$ cat src/rtl/mult_share_ctrl_pkg.sv
// mult_pkg: shared constants and types for the shift-add multiplier controller.
//   WIDTH_DEF : default operand width
//   PROD_W_DEF: default product width (2*WIDTH_DEF)
//   prod_w()  : product width for an arbitrary operand width
//   state_t   : controller state encoding (IDLE/LOAD/CALC/DONE)
package mult_pkg;

    localparam int WIDTH_DEF  = 32;
    localparam int PROD_W_DEF = 2 * WIDTH_DEF;

    typedef enum logic [1:0] {
        IDLE = 2'd0,
        LOAD = 2'd1,
        CALC = 2'd2,
        DONE = 2'd3
    } state_t;

    function automatic int prod_w(input int width);
        return 2 * width;
    endfunction

endpackage

$ cat src/rtl/mult_share_ctrl_if.sv
// mult_share_ctrl_if: requester handshakes plus the datapath control/feedback
// bundle of the shared multiplier.
//   slave  : controller view (takes requests and datapath feedback, drives
//            acks, result, grant, busy, operands and datapath controls)
//   master : requester/datapath view (the mirror image)
// iProd is the value the datapath product register will take at the coming
// edge (register plus this cycle's add term), so it is final in the last
// CALC cycle.
interface mult_share_ctrl_if
    import mult_pkg::*;
#(
    parameter int WIDTH = WIDTH_DEF
);
    localparam int PW = prod_w(WIDTH);

    logic             iValid_Data0, iValid_Data1;
    logic [WIDTH-1:0] iData_A0, iData_B0, iData_A1, iData_B1;
    logic             oAck0, oAck1;
    logic [PW-1:0]    oProduct;
    logic             oGrant;
    logic             oBusy;
    logic [WIDTH-1:0] oData_A, oData_B;
    logic             oA_Sel, oB_Sel, oProduct_Sel, oAdd_Sel, oShift;
    logic             iLSB;
    logic [PW-1:0]    iProd;

    modport slave (
        input  iValid_Data0, iValid_Data1, iData_A0, iData_B0, iData_A1, iData_B1,
        input  iLSB, iProd,
        output oAck0, oAck1, oProduct, oGrant, oBusy, oData_A, oData_B,
        output oA_Sel, oB_Sel, oProduct_Sel, oAdd_Sel, oShift
    );

    modport master (
        output iValid_Data0, iValid_Data1, iData_A0, iData_B0, iData_A1, iData_B1,
        output iLSB, iProd,
        input  oAck0, oAck1, oProduct, oGrant, oBusy, oData_A, oData_B,
        input  oA_Sel, oB_Sel, oProduct_Sel, oAdd_Sel, oShift
    );

endinterface

$ cat src/rtl/mult_share_ctrl_arb.sv
// rr_arbiter2: two-way round-robin arbiter.
//   clk, rst_n : clock, async active-low reset
//   req[1:0]   : request lines
//   update     : strobe to record 'served' as the last requester served
//   served     : index of the requester just served
//   grant      : winning index (combinational)
// The stored pointer names the requester favoured on a tie; it resets to 0
// and flips away from whoever was just served.
module rr_arbiter2 (
    input  logic       clk,
    input  logic       rst_n,
    input  logic [1:0] req,
    input  logic       update,
    input  logic       served,
    output logic       grant
);
    logic fav;

    always_ff @(posedge clk or negedge rst_n) begin
        if (!rst_n)
            fav <= 1'b0;
        else if (update)
            fav <= ~served;
    end

    assign grant = (&req) ? fav : req[1];

endmodule

$ cat src/rtl/mult_share_ctrl.sv
// mult_share_ctrl: sequencer and two-port round-robin arbiter for a shared
// shift-add multiplier datapath.
//   Clock : rising-edge clock
//   Reset : async active-low reset
//   bus   : requester handshakes, result, grant/busy, operand mux and
//           datapath controls (see mult_share_ctrl_if)
// IDLE picks a winner, LOAD loads A/B and clears the product, CALC runs
// WIDTH shift/add iterations, DONE holds the ack until the owner drops valid.
module mult_share_ctrl
    import mult_pkg::*;
#(
    parameter int WIDTH = WIDTH_DEF
) (
    input  logic             Clock,
    input  logic             Reset,
    mult_share_ctrl_if.slave bus
);
    localparam int               CNT_W = (WIDTH > 1) ? $clog2(WIDTH) : 1;
    localparam logic [CNT_W-1:0] LAST  = CNT_W'(WIDTH - 1);

    state_t           state;
    logic [CNT_W-1:0] cnt;
    logic [1:0]       req;
    logic             arb_grant;
    logic             last_iter;
    logic             owner_valid;

    assign req         = {bus.iValid_Data1, bus.iValid_Data0};
    assign last_iter   = (state == CALC) && (cnt == LAST);
    assign owner_valid = bus.oGrant ? bus.iValid_Data1 : bus.iValid_Data0;

    // Pointer moves on the edge that enters DONE.
    rr_arbiter2 u_arb (
        .clk    (Clock),
        .rst_n  (Reset),
        .req    (req),
        .update (last_iter),
        .served (bus.oGrant),
        .grant  (arb_grant)
    );

    // Add must track the live B LSB, so it is not registered.
    assign bus.oAdd_Sel = (state == CALC) && bus.iLSB;

    // Operands are gated by busy so the mux reads zero while idle/in reset.
    assign bus.oData_A = bus.oBusy ? (bus.oGrant ? bus.iData_A1 : bus.iData_A0) : '0;
    assign bus.oData_B = bus.oBusy ? (bus.oGrant ? bus.iData_B1 : bus.iData_B0) : '0;

    // Registered controls are set for the state being entered.
    always_ff @(posedge Clock or negedge Reset) begin
        if (!Reset) begin
            state            <= IDLE;
            cnt              <= '0;
            bus.oGrant       <= 1'b0;
            bus.oBusy        <= 1'b0;
            bus.oProduct     <= '0;
            bus.oAck0        <= 1'b0;
            bus.oAck1        <= 1'b0;
            bus.oA_Sel       <= 1'b0;
            bus.oB_Sel       <= 1'b0;
            bus.oProduct_Sel <= 1'b0;
            bus.oShift       <= 1'b0;
        end else begin
            bus.oAck0        <= 1'b0;
            bus.oAck1        <= 1'b0;
            bus.oA_Sel       <= 1'b0;
            bus.oB_Sel       <= 1'b0;
            bus.oProduct_Sel <= 1'b0;
            bus.oShift       <= 1'b0;
            case (state)
                IDLE: begin
                    if (|req) begin
                        state      <= LOAD;
                        bus.oGrant <= arb_grant;
                        bus.oBusy  <= 1'b1;
                        bus.oA_Sel <= 1'b1;
                        bus.oB_Sel <= 1'b1;
                    end
                end
                LOAD: begin
                    state            <= CALC;
                    cnt              <= '0;
                    bus.oShift       <= 1'b1;
                    bus.oProduct_Sel <= 1'b1;
                end
                CALC: begin
                    cnt <= cnt + CNT_W'(1);
                    if (last_iter) begin
                        state        <= DONE;
                        bus.oProduct <= bus.iProd;
                        bus.oAck0    <= ~bus.oGrant;
                        bus.oAck1    <= bus.oGrant;
                    end else begin
                        bus.oShift       <= 1'b1;
                        bus.oProduct_Sel <= 1'b1;
                    end
                end
                DONE: begin
                    if (!owner_valid) begin
                        state     <= IDLE;
                        bus.oBusy <= 1'b0;
                    end else begin
                        bus.oAck0 <= ~bus.oGrant;
                        bus.oAck1 <= bus.oGrant;
                    end
                end
                default: state <= IDLE;
            endcase
        end
    end

endmodule

$ cat src/flat_wrapper.sv
// flat-port wrapper written by rule: the top's interface ports become plain ports
module mult_share_ctrl_flat import mult_pkg::*;
#(
    parameter int WIDTH = WIDTH_DEF
)
  (Clock, Reset, bus_iValid_Data0, bus_iValid_Data1, bus_iData_A0, bus_iData_B0, bus_iData_A1, bus_iData_B1, bus_iLSB, bus_iProd, bus_oAck0, bus_oAck1, bus_oProduct, bus_oGrant, bus_oBusy, bus_oData_A, bus_oData_B, bus_oA_Sel, bus_oB_Sel, bus_oProduct_Sel, bus_oAdd_Sel, bus_oShift);
  mult_share_ctrl_if #(.WIDTH(WIDTH)) bus_i ();
  input  logic Clock;
  input  logic Reset;
  input wire logic [$bits(bus_i.iValid_Data0)-1:0] bus_iValid_Data0;
  input wire logic [$bits(bus_i.iValid_Data1)-1:0] bus_iValid_Data1;
  input wire logic [$bits(bus_i.iData_A0)-1:0] bus_iData_A0;
  input wire logic [$bits(bus_i.iData_B0)-1:0] bus_iData_B0;
  input wire logic [$bits(bus_i.iData_A1)-1:0] bus_iData_A1;
  input wire logic [$bits(bus_i.iData_B1)-1:0] bus_iData_B1;
  input wire logic [$bits(bus_i.iLSB)-1:0] bus_iLSB;
  input wire logic [$bits(bus_i.iProd)-1:0] bus_iProd;
  output wire logic [$bits(bus_i.oAck0)-1:0] bus_oAck0;
  output wire logic [$bits(bus_i.oAck1)-1:0] bus_oAck1;
  output wire logic [$bits(bus_i.oProduct)-1:0] bus_oProduct;
  output wire logic [$bits(bus_i.oGrant)-1:0] bus_oGrant;
  output wire logic [$bits(bus_i.oBusy)-1:0] bus_oBusy;
  output wire logic [$bits(bus_i.oData_A)-1:0] bus_oData_A;
  output wire logic [$bits(bus_i.oData_B)-1:0] bus_oData_B;
  output wire logic [$bits(bus_i.oA_Sel)-1:0] bus_oA_Sel;
  output wire logic [$bits(bus_i.oB_Sel)-1:0] bus_oB_Sel;
  output wire logic [$bits(bus_i.oProduct_Sel)-1:0] bus_oProduct_Sel;
  output wire logic [$bits(bus_i.oAdd_Sel)-1:0] bus_oAdd_Sel;
  output wire logic [$bits(bus_i.oShift)-1:0] bus_oShift;
  assign bus_i.iValid_Data0 = bus_iValid_Data0;
  assign bus_i.iValid_Data1 = bus_iValid_Data1;
  assign bus_i.iData_A0 = bus_iData_A0;
  assign bus_i.iData_B0 = bus_iData_B0;
  assign bus_i.iData_A1 = bus_iData_A1;
  assign bus_i.iData_B1 = bus_iData_B1;
  assign bus_i.iLSB = bus_iLSB;
  assign bus_i.iProd = bus_iProd;
  assign bus_oAck0 = bus_i.oAck0;
  assign bus_oAck1 = bus_i.oAck1;
  assign bus_oProduct = bus_i.oProduct;
  assign bus_oGrant = bus_i.oGrant;
  assign bus_oBusy = bus_i.oBusy;
  assign bus_oData_A = bus_i.oData_A;
  assign bus_oData_B = bus_i.oData_B;
  assign bus_oA_Sel = bus_i.oA_Sel;
  assign bus_oB_Sel = bus_i.oB_Sel;
  assign bus_oProduct_Sel = bus_i.oProduct_Sel;
  assign bus_oAdd_Sel = bus_i.oAdd_Sel;
  assign bus_oShift = bus_i.oShift;
  mult_share_ctrl #(.WIDTH(WIDTH)) u_core (.Clock(Clock), .Reset(Reset), .bus(bus_i));
endmodule
$ cat config.mk
export PLATFORM = sky130hd
export DESIGN_NAME = mult_share_ctrl_flat
export DESIGN_NICKNAME = d
export VERILOG_FILES = /design/src/rtl/mult_share_ctrl_pkg.sv /design/src/rtl/mult_share_ctrl_if.sv /design/src/rtl/mult_share_ctrl_arb.sv /design/src/rtl/mult_share_ctrl.sv /design/src/flat_wrapper.sv
export SDC_FILE = /design/constraint.sdc
export NUM_CORES = 1
export LEC_CHECK = 0
export ABC_AREA = 1
export BUFFER_PORTS_ARGS = -buffer_cell sky130_fd_sc_hd__buf_2
export CAP_MARGIN = 25
export CORE_AREA = 2 2 130 132
export DETAILED_ROUTE_END_ITERATION = 16
export DIE_AREA = 0 0 132 134
export PLACE_DENSITY = 0.59
export SYNTH_ARGS = -nofsm -noshare
export SYNTH_HDL_FRONTEND = slang
export SYNTH_SLANG_ARGS = --single-unit
$ cat constraint.sdc
create_clock -name Clock -period 3 [get_ports Clock]
set_input_delay 0.9 -clock Clock [delete_from_list [all_inputs] [get_ports Clock]]
set_output_delay 0.9 -clock Clock [all_outputs]
set_load 0.05 [all_outputs]
* Yosys cells after proc, flatten, opt, wreduce, memory -nomap -nowiden *
Cells that the tools add are included.

word-level totals
  word-level logic and storage cells = 54
  flip-flop bits (word level) = 78
  output and inout port bits = 137
  input bits = 197

operators by class
  equality and inequality tests = 7
  bitwise gates (word level) = 1
  reductions and logical operators = 11
  add/sub/neg operators = 1
  muxes and demuxes = 24

operator list
  operator               number
  $mux W32               4
  $mux W1                11
  $pmux W5 S2            1
  $pmux W1 S2            4
  $pmux W2 S4            1
  $mux W2                3
  $reduce_and A2 Y1      3
  $reduce_and A3 Y1      2
  $add A5 B1 Y5 const B  1
  $eq A5 B5 Y1 const B   1
  $eq A2 B2 Y1 const B   2
  $ne A2 B1 Y1 const B   2
  $reduce_bool A2 Y1     2
  $eq A2 B1 Y1 const B   1
  $logic_and A1 B1 Y1    2
  $logic_not A2 Y1       1
  $ne A2 B2 Y1 const B   1
  $reduce_or A2 Y1       1
  $not A1 Y1             1

* Longest topological paths before layout *
  depth in word-level cells = 4
  gate-level depth with buffers = 10
  gate-level depth less buffers = 9

* Modules after synthesis *
From an unflattened synthesis, not the netlist that was laid out.

second synthesis, totals
  cell total of the unflattened synthesis = 580
  area total of the unflattened synthesis = 4,175.3 um2

by module, submodules not included
  module           cells an instance  times used  area each (um2)
  mult_share_ctrl  570                1           4,115.2
  rr_arbiter2      10                 1           60.1

* Worst setup path before layout *
OpenSTA, ideal clock, no wires.

  path kind = flip-flop to output port
  start point = register u_core.bus.oGrant
  end point = output port bus_oData_A[23]
  arrival time = 1,872 ps
  data required time = 2,100 ps
  buffers on the path = 2
  stages on the path, launching flop included = 5
  path slack = 228 ps
  path through = dfrtp_1 > buf_2 > buf_2 > o21ai_0 > nor2_1

between the ends
  word-level cells in the longest chain between the ends = 2

RTL lines
  what                      line                      RTL
  start: declaration        mult_share_ctrl_if.sv:30  output oAck0, oAck1, oProduct, oGrant, oBusy, oData_A, oData_B,
  start signal: assignment  mult_share_ctrl.sv:74     bus.oGrant <= arb_grant;
  $mux W32 (2 in a row)     mult_share_ctrl.sv:46     assign bus.oData_A = bus.oBusy ? (bus.oGrant ? bus.iData_A1 : bus.iData_A0) : '0;
  end: declaration          flat_wrapper.sv:23        output wire logic [$bits(bus_i.oData_A)-1:0] bus_oData_A;

No other way between the ends.

* Worst setup path in the final report *
  start point = register u_core.bus.oGrant
  end point = output port bus_oData_B[0]

between the ends
  word-level cells in the longest chain between the ends = 2

RTL lines
  what                   line                   RTL
  $mux W32 (2 in a row)  mult_share_ctrl.sv:47  assign bus.oData_B = bus.oBusy ? (bus.oGrant ? bus.iData_B1 : bus.iData_B0) : '0;
  end: declaration       flat_wrapper.sv:24     output wire logic [$bits(bus_i.oData_B)-1:0] bus_oData_B;

No other way between the ends.

==> metrics.txt <==
post-synthesis cell type count=18; cts bufs inserted=9; post-synthesis sequential area ratio=a little under half; syn_nets=648; startpoint types=register; fmax=~350 MHz; PortBufs=333; # setup viols final=0; via density per instance=roughly 4.3; hold-fix buffers at CTS=0; core area=~16000 um2; Mapped Avg Cell Area=about 9.3 um2; Initial Util=between 20% and 30%; Setup TNS=0 ps; Worst Path Required=approximately 2100 ps; first-pass GRT wire length=~24000 um; Post-Syn Area=between 4000 and 5000 um2; register bit total from synthesis=just under 80; leakage=3.55 nW; capture point of the worst path=bus_oData_B[0]; worst r2r dst=u_core.bus.oProduct[27]; drt total wl=between 15000 and 20000 um; Worst setup startpoint=u_core.bus.oGrant; CTS H-tree lvls=3; CTS sink count=78; most common cell after layout, fill and taps aside=buf_2; Rel. slew slack=72.1%; CTS tree=done; worst r2r src=u_core.cnt[0]; worst slew pin tran=414 ps; remaining antenna violation count=0; Die Wd=132 um; largest net degree at the start of global routing=slightly above 70; Filler cells=1705; unrepaired setup endpoints after global routing=no; Critical Path End Type=output pin; final non-filler cell total=a little under 1000; full die area=around 18000 um2; drt pass-1 iters=4; Ys Warns=0; most frequent cells in the layout=buf_2 (331), nor2_1 (143), dfrtp_1 (76), o21ai_0 (67), mux2_2 (37); share of layout cells above drive strength 1=between 50% and 60%; max-slew violation count=0; final core utilization=approximately 39%; n_diodes=0; Starting DRT DRC Count=around 210; skew final=9.77 ps; fin crit share=96.0%; Max FO, Critical Path=36; outcome=complete, no violations; cell area after layout=~6400 um2; DR WL/cell=approximately 16 um; final hold vios=0; Global Route Usage Sum=17.6%; Clk Latency, worst-skew pair=between 300 and 400 ps; GP Congestion=about 0.87; Reg2Reg Depth=7; worst reg-to-reg setup slack=870 ps; io pins=around 330; Die Span Y=about 130 um; grt ovf=0; Max-Cap Viols=0; area grow syn2layout=54.0%; Final #Nets=~1000; vias in the first global route=4225; Max Buffers Root-to-Sink=2; type of the most critical hold path=input port to asynchronous set/reset pin; Clock transition at path regs=70 ps; Syn Inst Count=around 440; Rows=47; via count=4284; initial antenna violation count=3; Detailed Place HPWL=approximately 13000 um; CP arrival=just under 2000 ps; placed cell count=976; critical path class=register to output pin; Cell Pwr Density=slightly below 1000 nW/um2; Post-Place Cell Area=~6100 um2; worst ir drop on vdd=around 500 uV; CTS Root Cell=clkbuf_16; crit path time final=2880 ps; DRC errors left=0
[repair_timing]
| action | 4_1_cts | 5_1_grt |
|---|---|---|
| gates resized for setup | 1 | 1 |
| cloned | 0 | 0 |
| buffers inserted | 0 | 0 |
| setup endpoints to repair | 1 | 2 |
| pin swaps | 0 | 0 |
[where the power goes]
| group | switching (mW) | internal (mW) | total (mW) |
|---|---|---|---|
| Clock | 0.442 | 0.651 | 1.09 |
| Sequential | 0.132 | 1.16 | 1.29 |
| Combinational | 2.99 | 0.895 | 3.88 |
[registers in the layout, indices dropped and copies added (netlist names)]
| signal | count |
|---|---|
| u_core.cnt | 5 |
| u_core.bus.oAck1 | 1 |
| u_core.bus.oBusy | 1 |
| u_core.bus.oProduct_Sel | 1 |
| u_core.bus.oAck0 | 1 |
| u_core.bus.oGrant | 1 |
| u_core.bus.oA_Sel | 1 |
| u_core.state | 2 |
| u_core.bus.oProduct | 64 |
| u_core.u_arb.fav | 1 |
[critical path: stages, from the launching register on]
cell     delay (ps)
dfrtp_2         430
inv_2           250
buf_12          240
nor2_1           70
nor2_2          310
buf_2           340
[final cells by class]
cell class / count / area, um2 / share of cell area, %
Multi-Input combinational cell: 320 / 1960 / 30.8
Sequential cell: 78 / 1960 / 30.7
Timing Repair Buffer: 344 / 1830 / 28.7
Tap cell: 220 / 275 / 4.32
Clock buffer: 10 / 229 / 3.59
Clock inverter: 6 / 68.8 / 1.08
Inverter: 14 / 52.6 / 0.825
[per-layer routing]
layer | share of wire (%) | vias to the layer above | global-route usage, %
met1 | 40 | 1941 | 20.8
met3 | 9.5 | 21 | 6.01
met2 | 49 | 225 | 30.2
met5 | 0.29 | - | 0
li1 | - | 2091 | -
met4 | 1.6 | 6 | 5.43
[how the worst min path moves through the flow]
stage	end	cells after the start	slack, ps	from
2_1_floorplan	u_core.u_arb.fav	2	450	u_core.u_arb.fav
3_3_place_gp	u_core.u_arb.fav	2	470	u_core.u_arb.fav
3_5_place_dp	u_core.cnt[4]	2	470	u_core.cnt[4]
4_1_cts	u_core.bus.oProduct[35]	1	490	Reset
5_1_grt	u_core.bus.oProduct[52]	1	500	Reset
6_report	u_core.bus.oProduct[52]	1	480	Reset
[logic make-up (layout without fill, tap and decap cells)]
| group | count (synthesis) | count (layout) | share of synthesized area, % |
|---|---|---|---|
| compound gates | 72 | 72 | 8.77 |
| mux | 64 | 64 | 19.9 |
| fa+ha+maj | 7 | 7 | 2.12 |
| flops | 78 | 78 | 47.2 |
| buf+inv | 46 | 374 | 5.53 |
| simple gates | 177 | 177 | 16.5 |
[cell usage after synthesis, drive strengths merged]
master | number | area, um2
buf | 19 | 128
clkbuf | 13 | 48.8
dfrtp | 78 | 1950
nand2 | 24 | 97.6
inv | 14 | 52.6
or2 | 1 | 6.26
nor2 | 144 | 541
o21ai | 67 | 335
o21a | 1 | 7.51
a21oi | 4 | 20.0
ha | 7 | 87.6
nor3 | 2 | 10.0
nand3 | 6 | 30.0
mux2 | 64 | 822
[metrics by stage]
stage | worst slack (ps) | power (mW) | hold slack (ps)
after CTS | 48.5 | 6.37 | 487
after global placement | 216 | 5.23 | 468
after global routing | 33.8 | 6.63 | 504
after detailed placement | 222 | 5.23 | 473
final | 119 | 6.27 | 484
after floorplan | 228 | 4.07 | 448
Power figures use the tool's default switching activity.
